$ cat src/rtl/router_local_port.sv
// Router-side end of the NIC link: polarity generator, two-VC ingress/egress
// buffers, and a valid/ready bridge to the router switch.
module router_local_port #(
    parameter int DATA_W = 64,
    parameter int VC_BIT = 63,
    parameter int CNT_W  = 16
) (
    input  logic              clk,
    input  logic              reset,
    output logic              polarity,
    input  logic              nic_so,
    input  logic [DATA_W-1:0] nic_do,
    output logic              nic_ro,
    output logic              nic_si,
    output logic [DATA_W-1:0] nic_di,
    input  logic              nic_ri,
    output logic              sw_out_valid,
    output logic [DATA_W-1:0] sw_out_data,
    input  logic              sw_out_ready,
    input  logic              sw_in_valid,
    input  logic [DATA_W-1:0] sw_in_data,
    output logic              sw_in_ready,
    output logic [CNT_W-1:0]  rx_count,
    output logic [CNT_W-1:0]  tx_count,
    output logic              err_overflow
);

    logic                   r_pol;
    logic [1:0]             r_ing_full;
    logic [1:0]             r_egr_full;
    logic [1:0][DATA_W-1:0] r_ing_buf;
    logic [1:0][DATA_W-1:0] r_egr_buf;
    logic                   r_nic_si;
    logic [DATA_W-1:0]      r_nic_di;
    logic [CNT_W-1:0]       r_rx_cnt;
    logic [CNT_W-1:0]       r_tx_cnt;
    logic                   r_ovf;

    logic w_npol;
    logic w_vc_in;
    logic w_pop;
    logic w_push;
    logic w_send;

    // Link side owns VC[polarity], switch side owns VC[~polarity].
    assign w_npol  = ~r_pol;
    assign w_vc_in = nic_do[VC_BIT];

    assign polarity     = r_pol;
    assign nic_ro       = ~r_ing_full[r_pol];
    assign nic_si       = r_nic_si;
    assign nic_di       = r_nic_di;
    assign rx_count     = r_rx_cnt;
    assign tx_count     = r_tx_cnt;
    assign err_overflow = r_ovf;

    assign sw_out_valid = r_ing_full[w_npol];
    assign sw_out_data  = r_ing_buf[w_npol];
    assign sw_in_ready  = ~reset & ~r_egr_full[w_npol] & (sw_in_data[VC_BIT] == w_npol);

    assign w_pop  = sw_out_valid & sw_out_ready;
    assign w_push = sw_in_valid & sw_in_ready;
    // Blocking on r_nic_si covers the cycle before the NIC's registered ready falls.
    assign w_send = r_egr_full[r_pol] & nic_ri & ~r_nic_si;

    always_ff @(posedge clk) begin
        if (reset) begin
            r_pol      <= 1'b0;
            r_ing_full <= '0;
            r_egr_full <= '0;
            r_ing_buf  <= '0;
            r_egr_buf  <= '0;
            r_nic_si   <= 1'b0;
            r_nic_di   <= '0;
            r_rx_cnt   <= '0;
            r_tx_cnt   <= '0;
            r_ovf      <= 1'b0;
        end else begin
            r_pol <= ~r_pol;

            // A pop only clears a full flag, a capture only sets an empty one.
            if (w_pop)
                r_ing_full[w_npol] <= 1'b0;

            if (nic_so) begin
                if (!r_ing_full[w_vc_in]) begin
                    r_ing_buf[w_vc_in]  <= nic_do;
                    r_ing_full[w_vc_in] <= 1'b1;
                    r_rx_cnt            <= r_rx_cnt + CNT_W'(1);
                end else begin
                    r_ovf <= 1'b1;
                end
            end

            if (w_push) begin
                r_egr_buf[w_npol]  <= sw_in_data;
                r_egr_full[w_npol] <= 1'b1;
            end

            if (w_send) begin
                r_nic_si          <= 1'b1;
                r_nic_di          <= r_egr_buf[r_pol];
                r_egr_full[r_pol] <= 1'b0;
                r_tx_cnt          <= r_tx_cnt + CNT_W'(1);
            end else begin
                r_nic_si <= 1'b0;
            end
        end
    end

endmodule

$ cat config.mk
export PLATFORM = sky130hd
export DESIGN_NAME = router_local_port
export DESIGN_NICKNAME = d
export VERILOG_FILES = /design/src/rtl/router_local_port.sv
export SDC_FILE = /design/constraint.sdc
export NUM_CORES = 1
export LEC_CHECK = 0
export BUFFER_PORTS_ARGS = -buffer_cell sky130_fd_sc_hd__buf_4
export CAP_MARGIN = 10
export CORE_UTILIZATION = 50
export DETAILED_ROUTE_END_ITERATION = 16
export GPL_TIMING_DRIVEN = 0
export PLACE_DENSITY = 0.74
export SYNTH_ARGS = -nofsm -noshare
export SYNTH_HDL_FRONTEND = slang
export SYNTH_SLANG_ARGS = --single-unit
$ cat constraint.sdc
create_clock -name clk -period 2 [get_ports clk]
set_input_delay 0.4 -clock clk [delete_from_list [all_inputs] [get_ports clk]]
set_output_delay 0.4 -clock clk [all_outputs]
set_load 0.005 [all_outputs]
==> metrics.yaml <==
synthesis:
  syn_inst: 1747
  synth-seq-cells: 359
  ys.flop_type: "dfxtp_1"
  synth_edf_count: 0
  synth_nets: 1883
  syn_area_sq_um: 14000
  ys_warn_count: 0
  syn_area_per_cell_sq_um: 8.03
  seq_area_frac_synth_pct: 51.2
  ys_types: 40
  async_reset_ff_share_pct: 0
cts:
  cts_root_buffer: "clkbuf_16"
  cts_buffer_depth: 3
  cts.sink_count: 359
  clock_latency_ns: 0.52
  cts_tree: "built"
  path_clk_slew_ns: 0.06
  htreeDepth: 2
  numCtsBuffers: 37
  postCtsHoldBufs: 0
detailed_routing:
  drt_iter0_drc: 971
  vias: 13400
  met2_length_mm: 20.6
  wl_per_cell_um: 17.2
  drtAntennaViolNets: 0
  vias_per_cell: 5.37
  wl_mm: 42.9
  wl_met3_mm: 3.65
  drc: 0
  dr.pass1.iters: 5
  wl_met1_mm: 17.4
  top_layer_used: "met4"
power:
  power.density_nw_per_um2: 856
  finalPower_w: 0.0161
  vdd_drop_max_mv: 0.694
  p_leak_nw: 7.13
die:
  coreArea_sq_um: 27300
  die_h_um: 169
  dieArea_sq_um: 28700
  die_w_um: 169
  rows: 60
  start_util_pct: 51.5
  ios: 300
worst_setup_path:
  crit_chain: "clkbuf_16, clkbuf_16, nor3b_4, a21oi_2, nor2_1, buf_4"
  end_kind: "output pin"
  cp.required_ns: 1.60
  crit_path_start_kind: "flip-flop"
  crit_arrival_ns: 1.79
  crit_slowest_cell: "dfxtp_4"
  r2r_slack_ns: 0.10
  crit_path_max_fanout: 8
  cpPeakStageDelay_ns: 0.38
  rr_worst_depth: 5
  cpMostUsedCell: "clkbuf_16"
  reg2reg_to: "rx_count[15]$_SDFFE_PP0N_"
  reg2reg_from: "r_ing_full[0]$_SDFF_PP0_"
  path_class: "flip-flop to output pin"
timing:
  timing.slew.headroom_pct: 41.2
  setup_viol: 67
  max_clock_freq_mhz: 458
  slew_viol_final: 0
  worst_slack_ns: -0.186
  finalCritPeriodShare_pct: 109
  finalHoldViolations: 0
  timing.hold.ws_ns: 0.114
  period_minus_slack_ns: 2.19
  worst_pin_slew_ns: 0.883
  rsz0062_at_grt: "yes"
  finalClockSkew_ns: 0.0229
cells_and_area:
  layout_common_cells: "nand2_1, dfxtp_1, a21oi_1"
  drive_gt1_share_pct: 23.3
  nFillCells: 2282
  nNetsFinal: 2226
  postLayoutCellArea_sq_um: 18800
  layout_commonest_cell: "nand2_1"
  area_delta_synth_final_pct: 34.3
  fin_util_pct: 69.1
  multi_input_area_sq_um: 6520
  seqCellArea_sq_um: 7190
global_routing:
  overflow: 0
  grt_pass1_wl_mm: 66.3
  antenna_found_initial: 2
  grt_use_total_pct: 28.9
  grt_max_degree: 14
  grt_pass1_vias: 12900
placed_design:
  place_congestion: 0.863
  hpwlAfterDp_mm: 29.1
  place_area_sq_um: 16700
  portBuffers: 298
hold_path:
  hold_depth: 2
  hold_class: "input port to flip-flop"
  worstHoldEndpoint: "polarity$_SDFF_PP0_"
  hold_start: "reset"
outcome:
  outcome: "complete, but fails checks"
  violations: "setup timing"
job:
  cap_violations: 0
==> how the worst max path moves through the flow <==
| stage | end | from | depth (start not counted) |
|---|---|---|---|
| 5_1_grt | sw_in_ready | polarity$_SDFF_PP0_ | 6 |
| 4_1_cts | sw_out_data[54] | polarity$_SDFF_PP0_ | 4 |
| 6_report | sw_in_ready | polarity$_SDFF_PP0_ | 6 |
| 2_1_floorplan | rx_count[15]$_SDFFE_PP0N_ | nic_do[63] | 5 |
| 3_3_place_gp | sw_in_ready | polarity$_SDFF_PP0_ | 6 |
| 3_5_place_dp | sw_in_ready | polarity$_SDFF_PP0_ | 6 |
==> cells in the mapped netlist (6+ instances only) <==
master / instances / area share [%]
a21oi_1: 270 / 9.6
a31oi_1: 64 / 2.9
buf_1: 11 / 0.29
buf_2: 8 / 0.29
clkbuf_1: 113 / 3.0
dfxtp_1: 359 / 51
inv_1: 6 / 0.16
mux2_2: 68 / 5.5
nand2_1: 647 / 17
nand3_1: 10 / 0.36
nand3b_1: 64 / 3.4
nor2_1: 34 / 0.91
nor3_1: 7 / 0.25
nor3b_1: 6 / 0.32
o21ai_0: 6 / 0.21
or4_1: 6 / 0.32
xnor2_1: 15 / 0.94
==> layout make-up <==
class,instances,share of cell area (%)
diodes,1,0.0133
flip-flops and latches,359,38.2
plain buffers,129,4.05
inverters,6,0.120
multi-input cells,1247,34.6
clock inverters,5,0.565
repair buffers,310,13.7
well taps,372,2.47
clock buffers,61,6.21
==> stage by stage <==
stage	setup slack [ns]	setup TNS (ns)	std cells
2_1_floorplan	0.129	0	1747
3_3_place_gp	-0.659	-111.20	2417
3_5_place_dp	-0.715	-112.02	2417
4_1_cts	-0.198	-10.23	2485
5_1_grt	-0.233	-11.21	2489
6_report	-0.186	-8.73	2490
==> critical path, delay by kind of cell (launching register included) <==
kind                   cells  cell delay [ns]
buffers and inverters      3             0.51
flip-flops                 1             0.38
AND/OR/NAND/NOR            2             0.21
AO/OA/AOI/OAI              1             0.16
==> flip-flops by register name (all words and copies together), names as in the netlist <==
name and count:
err_overflow 1, nic_di 64, nic_si 1, polarity 1, r_egr_buf 128, r_egr_full 2, r_ing_buf 128, r_ing_full 2
rx_count 16, tx_count 16
==> logic make-up (layout without fill, tap and decap cells) <==
logic type               count (synthesis)  count (layout)  share of synthesized area [%]
AO/OA/AOI/OAI                          346             346                           13.0
XOR/XNOR                                17              17                           1.06
adder cells (fa/ha/maj)                  2               2                          0.178
buffers and inverters                  141             511                           4.02
flip-flops                             359             359                           51.2
multiplexers                            72              72                           5.78
other                                    0               1                              0
AND/OR/NAND/NOR                        810             810                           24.7
==> routing by layer <==
| layer | global-route usage [%] | vias to the layer above |
|---|---|---|
| li1 | - | 6497 |
| met1 | 35.7 | 6262 |
| met2 | 49.0 | 534 |
| met3 | 6.81 | 83 |
| met4 | 10.7 | 0 |
| met5 | 0 | - |
==> power breakdown <==
group          leakage, nW  switching [W]  internal (W)
registers             2.91       0.000110       0.00734
clock network        0.620        0.00278       0.00437
logic                 3.60       0.000786      0.000728
==> repair_timing <==
| item | 4_1_cts | 5_1_grt |
|---|---|---|
| setup buffers | 3 | 2 |
| gates cloned | 2 | 5 |
| gates resized for setup | 149 | 60 |
| hold endpoints to repair | 0 | 0 |
| pin swaps | 0 | 1 |
| endpoints found under the setup margin | 197 | 256 |
Note: power is estimated with default switching activity, not from simulation.
